## config.mk

```make
export PLATFORM = sky130hd
export DESIGN_NAME = fc_feeder_flat
export DESIGN_NICKNAME = d
export VERILOG_FILES = /design/src/rtl/fc_feeder_pkg.sv /design/src/rtl/fc_feeder_if.sv /design/src/rtl/fc_feeder.sv /design/src/flat_wrapper.sv
export SDC_FILE = /design/constraint.sdc
export NUM_CORES = 1
export LEC_CHECK = 0
export ABC_AREA = 0
export ABC_CLOCK_PERIOD_IN_PS = 6730
export BUFFER_PORTS_ARGS = -buffer_cell sky130_fd_sc_hd__clkbuf_2
export CORE_ASPECT_RATIO = 1.1
export CORE_UTILIZATION = 55
export DETAILED_ROUTE_END_ITERATION = 8
export PLACE_DENSITY = 0.85
export SETUP_SLACK_MARGIN = 0.3
export SLEW_MARGIN = 20
export SYNTH_ARGS = -nofsm -noshare
export SYNTH_HDL_FRONTEND = slang
export SYNTH_SLANG_ARGS = --single-unit
```

## constraint.sdc

```tcl
create_clock -name clk -period 6.73 [get_ports clk]
set_clock_uncertainty 0.05 [all_clocks]
set_input_delay 1.346 -clock clk [delete_from_list [all_inputs] [get_ports clk]]
set_output_delay 1.346 -clock clk [all_outputs]
set_load 0.03 [all_outputs]
```

## src/rtl/fc_feeder_pkg.sv

```systemverilog
// Shared CNN definitions: operand/result width, FC fan-in and the feeder FSM encoding.
// Used by fc_feeder and by the fc_layer that consumes its operand vector.
// Pure declarations, no logic.
package fc_feeder_pkg;

   localparam int DATA_W     = 32;
   localparam int FC_N_IN    = 9;
   localparam int FC_TIMEOUT = 64;

   typedef enum logic [1:0] {
      FILL  = 2'd0,
      ISSUE = 2'd1,
      WAIT  = 2'd2,
      HOLD  = 2'd3
   } fc_state_t;

endpackage

```

## src/rtl/fc_feeder_if.sv

```systemverilog
// Bundle of the feeder's operand stream, FC-layer handshake and result handshake.
// slave  = fc_feeder side (drives in_ready, fc_input, fc_enable, res_*, err).
// master = environment side (drives operands, FC-layer completion, res_ready).
interface fc_feeder_if #(
   parameter int N_IN   = fc_feeder_pkg::FC_N_IN,
   parameter int DATA_W = fc_feeder_pkg::DATA_W
);

   logic                     in_valid;
   logic signed [DATA_W-1:0] in_data;
   logic                     in_ready;

   logic signed [DATA_W-1:0] fc_input [0:N_IN-1];
   logic                     fc_enable;
   logic                     fc_done;
   logic signed [DATA_W-1:0] fc_result;

   logic                     res_valid;
   logic signed [DATA_W-1:0] res_data;
   logic                     res_ready;
   logic                     err;

   modport master (
      output in_valid, in_data, fc_done, fc_result, res_ready,
      input  in_ready, fc_input, fc_enable, res_valid, res_data, err
   );

   modport slave (
      input  in_valid, in_data, fc_done, fc_result, res_ready,
      output in_ready, fc_input, fc_enable, res_valid, res_data, err
   );

endinterface

```

## src/rtl/fc_feeder.sv

```systemverilog
// Gathers N_IN operands, pulses the FC layer, captures its result (or aborts after TIMEOUT cycles).
// Ports: clk, rst (sync, active-high), bus (fc_feeder_if.slave). Latency: last accept t -> fc_enable t+1; fc_done d -> res_valid d+1.
// Backpressure: in_ready only in FILL; result held in HOLD until res_ready; err is sticky until rst.
module fc_feeder #(
   parameter int N_IN    = fc_feeder_pkg::FC_N_IN,
   parameter int DATA_W  = fc_feeder_pkg::DATA_W,
   parameter int TIMEOUT = fc_feeder_pkg::FC_TIMEOUT
) (
   input  logic       clk,
   input  logic       rst,
   fc_feeder_if.slave bus
);

   import fc_feeder_pkg::*;

   localparam int IDX_W  = (N_IN > 1) ? $clog2(N_IN) : 1;
   localparam int TCNT_W = $clog2(TIMEOUT + 1);

   localparam logic [IDX_W-1:0]  LAST_IDX  = IDX_W'(N_IN - 1);
   // WAIT lasts at most TIMEOUT cycles: counter values 0 .. TIMEOUT-1.
   localparam logic [TCNT_W-1:0] LAST_TICK = TCNT_W'(TIMEOUT - 1);

   fc_state_t                state;
   logic [IDX_W-1:0]         idx;
   logic [TCNT_W-1:0]        tcnt;
   logic signed [DATA_W-1:0] opbuf [0:N_IN-1];
   logic                     fc_enable_q;
   logic                     res_valid_q;
   logic signed [DATA_W-1:0] res_data_q;
   logic                     err_q;
   logic                     accept;

   // in_ready is the only combinational output.
   assign bus.in_ready = (state == FILL);
   assign accept       = bus.in_valid && (state == FILL);

   assign bus.fc_enable = fc_enable_q;
   assign bus.res_valid = res_valid_q;
   assign bus.res_data  = res_data_q;
   assign bus.err       = err_q;

   // The buffer is only written in FILL, so the FC layer sees a stable vector
   // from ISSUE until the result is released.
   for (genvar g = 0; g < N_IN; g++) begin : g_fc_input
      assign bus.fc_input[g] = opbuf[g];
   end

   always_ff @(posedge clk) begin
      if (rst) begin
         state       <= FILL;
         idx         <= '0;
         tcnt        <= '0;
         fc_enable_q <= 1'b0;
         res_valid_q <= 1'b0;
         res_data_q  <= '0;
         err_q       <= 1'b0;
         for (int i = 0; i < N_IN; i++) begin
            opbuf[i] <= '0;
         end
      end else begin
         case (state)
            FILL: begin
               if (accept) begin
                  opbuf[idx] <= bus.in_data;
                  if (idx == LAST_IDX) begin
                     idx         <= '0;
                     fc_enable_q <= 1'b1;
                     state       <= ISSUE;
                  end else begin
                     idx <= idx + IDX_W'(1);
                  end
               end
            end

            ISSUE: begin
               fc_enable_q <= 1'b0;
               tcnt        <= '0;
               state       <= WAIT;
            end

            // fc_done is only honoured here; elsewhere it is a don't-care.
            WAIT: begin
               if (bus.fc_done) begin
                  res_data_q  <= bus.fc_result;
                  res_valid_q <= 1'b1;
                  state       <= HOLD;
               end else if (tcnt == LAST_TICK) begin
                  res_data_q  <= '0;
                  res_valid_q <= 1'b1;
                  err_q       <= 1'b1;
                  state       <= HOLD;
               end else begin
                  tcnt <= tcnt + TCNT_W'(1);
               end
            end

            HOLD: begin
               if (bus.res_ready) begin
                  res_valid_q <= 1'b0;
                  state       <= FILL;
               end
            end

            default: begin
               state <= FILL;
            end
         endcase
      end
   end

endmodule

```

## src/flat_wrapper.sv

```systemverilog
// flat-port wrapper written by rule: the top's interface ports become plain ports
module fc_feeder_flat import fc_feeder_pkg::*;
#(
   parameter int N_IN    = fc_feeder_pkg::FC_N_IN,
   parameter int DATA_W  = fc_feeder_pkg::DATA_W,
   parameter int TIMEOUT = fc_feeder_pkg::FC_TIMEOUT
)
  (clk, rst, bus_in_valid, bus_in_data, bus_fc_done, bus_fc_result, bus_res_ready, bus_in_ready, bus_fc_input, bus_fc_enable, bus_res_valid, bus_res_data, bus_err);
  fc_feeder_if #(.N_IN(N_IN), .DATA_W(DATA_W)) bus_i ();
  input  logic clk;
  input  logic rst;
  input wire logic [$bits(bus_i.in_valid)-1:0] bus_in_valid;
  input wire logic [$bits(bus_i.in_data)-1:0] bus_in_data;
  input wire logic [$bits(bus_i.fc_done)-1:0] bus_fc_done;
  input wire logic [$bits(bus_i.fc_result)-1:0] bus_fc_result;
  input wire logic [$bits(bus_i.res_ready)-1:0] bus_res_ready;
  output wire logic [$bits(bus_i.in_ready)-1:0] bus_in_ready;
  output wire logic [$bits(bus_i.fc_input)-1:0] bus_fc_input;
  output wire logic [$bits(bus_i.fc_enable)-1:0] bus_fc_enable;
  output wire logic [$bits(bus_i.res_valid)-1:0] bus_res_valid;
  output wire logic [$bits(bus_i.res_data)-1:0] bus_res_data;
  output wire logic [$bits(bus_i.err)-1:0] bus_err;
  assign bus_i.in_valid = bus_in_valid;
  assign bus_i.in_data = bus_in_data;
  assign bus_i.fc_done = bus_fc_done;
  assign bus_i.fc_result = bus_fc_result;
  assign bus_i.res_ready = bus_res_ready;
  assign bus_in_ready = bus_i.in_ready;
  assign bus_fc_input = {>>{bus_i.fc_input}};
  assign bus_fc_enable = bus_i.fc_enable;
  assign bus_res_valid = bus_i.res_valid;
  assign bus_res_data = bus_i.res_data;
  assign bus_err = bus_i.err;
  fc_feeder #(.N_IN(N_IN), .DATA_W(DATA_W), .TIMEOUT(TIMEOUT)) u_core (.clk(clk), .rst(rst), .bus(bus_i));
endmodule
```

* Word level (Yosys, flattened, before mapping) *
Memory sizes are Yosys's and may differ from the RTL's.
Index checks and enable logic that the tools add are counted.

storage, ports and cells
  output and inout port bits = 324
  bits in registers = 48
  word-level logic and storage cells = 64
  memories = 1
  RAM bits = 288

memory list
  memory        words  bits a word  read ports  clocked after Yosys merged registers in  wr ports  RTL line         text
  u_core.opbuf  9      32           9           0                                        9         fc_feeder.sv:26  logic signed [DATA_W-1:0] opbuf [0:N_IN-1];

cells by class
  add/subtract/negate cells = 2
  reductions and logical operators = 14
  bitwise logic cells = 1
  mux-type cells = 28
  equal/unequal tests = 11

operators by type and width
  cell                   number
  $mux W32               3
  $reduce_or A32 Y1      1
  $mux W7                2
  $pmux W7 S2            1
  $mux W1                12
  $reduce_and A3 Y1      4
  $mux W2                5
  $mux W4                2
  $pmux W2 S4            1
  $reduce_bool A2 Y1     4
  $add A7 B1 Y7 const B  1
  $eq A7 B6 Y1 const B   1
  $ne A2 B2 Y1 const B   3
  $add A4 B1 Y4 const B  1
  $eq A2 B2 Y1 const B   2
  $eq A4 B4 Y1 const B   1
  $ne A2 B1 Y1 const B   2
  $pmux W1 S2            2
  $reduce_and A2 Y1      2
  $reduce_and A4 Y1      1
  $ne A3 B2 Y1 const B   1
  $eq A2 B1 Y1 const B   1
  $logic_not A2 Y1       1
  $logic_and A1 B1 Y1    1
  $not A1 Y1             1

* Longest topological paths before layout *
  word-level depth = 8
  depth in mapped cells = 7

* Worst setup path after synthesis *
OpenSTA, ideal clock, no wires.

  kind = input-to-reg
  start point = in bus_in_valid
  end point = mem u_core.opbuf[8][0], enable pin
  cell stages on the path = 3
  library setup time = 0.397 ns
  data arrival time = 2.544 ns
  slack = 3.739 ns
  path buffers = 0
  path through = nand4b_1 > or2_2 > nand2b_1

RTL lines
  what                RTL line            text
  start: declaration  flat_wrapper.sv:12  input wire logic [$bits(bus_i.in_valid)-1:0] bus_in_valid;
  end: declaration    fc_feeder.sv:26

==> impl_metrics.json <==
{
  "status": "finished, final reports clean",
  "path_depth": 5,
  "synth_area_mm2": 0.01260,
  "r2r_end": "u_core.opbuf[3][23]",
  "fin_setup_tns_ps": 0,
  "die_h_um": 160.8,
  "cp.arrival_ps": 3360,
  "cts_tree": "done",
  "place_hpwl_um": 21130,
  "rows": 57,
  "yosys_warnings": 0,
  "whs_ps": 381.1,
  "timing.rr.start": "u_core.state[1]",
  "synth_ff_type": "edfxtp_1",
  "syn_avg_cell_area_um2": 15.77,
  "first_global_vias": 7512,
  "ys_ff_latch": 336,
  "ctsResizeCount": 0,
  "timing.final.max_slew_violations": 0,
  "ys_top_cells_by_count": "289 x and2_1, 288 x edfxtp_1, 48 x dfxtp_1",
  "syn_nets": 877,
  "power.total_w": 0.004581,
  "holdBufCountCts": 0,
  "yosys.cell_types.count": 40,
  "yosysTopAreaCell": "edfxtp_1",
  "swShare_pct": 25.99,
  "dieArea_mm2": 0.02352,
  "postRouteAntennaNets": 0,
  "switchingPower_w": 0.001191,
  "peakVddDrop_v": 0.0001684,
  "pwr-share-seq_pct": 52.9,
  "max_freq_mhz": 311.1,
  "rr_worst_depth": 6,
  "worstPathRequired_ps": 6870,
  "cts_root_buffer": "clkbuf_16",
  "yosysMostFrequentCell": "and2_1",
  "criticalPathCategory": "primary input to flip-flop",
  "synthArstFlopShare_pct": 0,
  "grt_max_degree": 36,
  "cap_violations": 0,
  "finalCritPeriodShare_pct": 47.77,
  "ios": 393,
  "synth_cells": 799,
  "post-cts-setup-buffers": 0,
  "path_cells": "clkbuf_2 > nand2_2 > or3_4 > nor2_4 > or2_2",
  "start_kind": "primary input",
  "fill_cells": 1475,
  "yosysTopAreaCellShare_pct": 68.63,
  "p_int_w": 0.003391,
  "clock-sinks": 336,
  "post_drt_wl_per_cell_um": 20.80,
  "grt_pass1_wl_um": 45520,
  "share_comb_of_total_power_pct": 11.5,
  "drtPass1Iterations": 4,
  "crit_start": "bus_in_valid",
  "p_clk_share_pct": 35.6,
  "layout_min_cycle_time_ps": 3215,
  "r2r_slack_ps": 3660,
  "fin_nets": 1270,
  "max_slew_margin_pct": 33.64,
  "antennaDiodeCount": 0,
  "drive_above_1_share_pct": 38.13,
  "slowest_stage": "or2_2",
  "fp.dieW_um": 146.3,
  "antenna_found_initial": 0,
  "preCtsSetupSlack_ps": 2579,
  "drc": 0,
  "path_clk_slew_ps": 60,
  "fin_ws_ps": 3515,
  "routabilityCongestion": 0.8142,
  "fp.coreArea_mm2": 0.02225,
  "crit_fanout": 33,
  "syn2layout_area_growth_pct": 24.87,
  "port_buffers": 392,
  "critPathCaptureType": "flip-flop",
  "cp-endpoint": "u_core.opbuf[3][23]",
  "power_density_mw_per_mm2": 291.2,
  "min_from": "u_core.tcnt[6]",
  "hold_violations": 0,
  "critPathTopFamily": "simple AND/OR/NAND/NOR gates",
  "synth_edf_count": 288,
  "htreeDepth": 1,
  "hp-class": "flip-flop to flip-flop",
  "setup_viol_count_final": 0,
  "vias_per_cell": 5.261,
  "initial_core_util_pct": 56.63,
  "grt-ovfl-total": 0,
  "rsz0062_at_grt": "false",
  "multiInputGateArea_mm2": 0.002805,
  "seq_area_frac_synth_pct": 76.26,
  "clock_latency_ps": 550,
  "p_leak_nw": 6.771,
  "register_area_mm2": 0.009609,
  "routed_wirelength_um": 31450,
  "synthTopCellsByArea": "edfxtp_1 69%, and2_1 14%, dfxtp_1 7.6%",
  "crit_buf_inv": 1,
  "dr_total_vias": 7955,
  "worst_pin_slew_ps": 995.4,
  "numCtsBuffers": 31,
  "initialDrtViolationCount": 680,
  "clock_path_buffers": 3,
  "worst_path_largest_cell_delay_ps": 780,
  "grt_usage_pct": 26.52
}
-- cell usage in the layout (no fill, tap or decap), types with 2 or more instances in the layout --
master     count
a21oi_1        7
a22o_1        32
a31oi_1        3
and2_1       288
and3_1         2
buf_4          4
clkbuf_1      10
clkbuf_16     31
clkbuf_2     392
clkinv_1       7
clkinv_2       7
dfxtp_1       48
edfxtp_1     288
ha_1           9
inv_1          7
nand2_1        6
nand2b_1       7
nand3_1        7
nand4_1        2
nand4b_1       2
nor2_1         7
nor2_2         2
nor2_4         6
nor2b_1        6
o21ai_0        2
o21ba_2        2
or2_2         10
xor2_1         2
-- sequential cells by signal (all words and copies together) (netlist names) --
register	count
u_core.bus.err	1
u_core.bus.fc_enable	1
u_core.bus.res_data	32
u_core.bus.res_valid	1
u_core.idx	4
u_core.opbuf	288
u_core.state	2
u_core.tcnt	7
-- worst min path at each step --
stage,endpoint,slack (ps),depth (start not counted)
floorplan,u_core.tcnt[6],360,2
global placement,u_core.tcnt[6],370,2
detailed placement,u_core.tcnt[6],370,2
CTS,u_core.tcnt[6],380,2
global route,u_core.tcnt[6],410,2
finish,u_core.tcnt[6],380,2
-- metal layers --
layer | GRT usage [%] | wire, um | up-vias
li1 | - | - | 3607
met1 | 31.69 | 11550 | 3796
met2 | 47.27 | 15970 | 475
met3 | 4.886 | 2751 | 77
met4 | 10.80 | 1178 | 0
met5 | 0 | 0 | -
-- stage by stage --
stage          util, %  instance area (um^2)  std cells
6_report         70.72                 15740       1512
5_1_grt          70.72                 15740       1512
4_1_cts          70.66                 15720       1512
3_5_place_dp     66.47                 14790       1454
3_3_place_gp     66.47                 14790       1454
2_1_floorplan        -                 12600        799
-- worst reg2reg max path, cell delays in order, from the launching register on --
cell,delay [ps]
dfxtp_1,320
inv_1,100
ha_1,320
nand2_2,160
or3_4,420
nor2_4,530
or2_2,780
-- power groups by stage --
stage | sequential [W] | combinational, W | clock [W]
2_1_floorplan | 0.00267 | 0.000135 | 0
3_3_place_gp | 0.00246 | 0.000524 | 0
3_5_place_dp | 0.00247 | 0.000531 | 0
4_1_cts | 0.00242 | 0.000532 | 0.00164
5_1_grt | 0.00243 | 0.000557 | 0.00172
6_report | 0.00242 | 0.000527 | 0.00163
-- kinds of logic after synthesis --
family	count (synthesis)	synth area share, %
simple gates	352	17.38
xor+xnor	3	0.2086
compound gates	56	3.495
buf+inv	43	1.767
flops	336	76.26
fa+ha+maj	9	0.8937
-- final cells by class --
cell class | count | area share, %
clock inverter | 17 | 0.7634
timing repair buffer | 396 | 12.66
tap | 295 | 2.346
sequential | 336 | 61.07
multi-input combinational | 420 | 17.83
clock buffer | 41 | 5.169
inverter | 7 | 0.1670
Power figures use the tool's default switching activity.
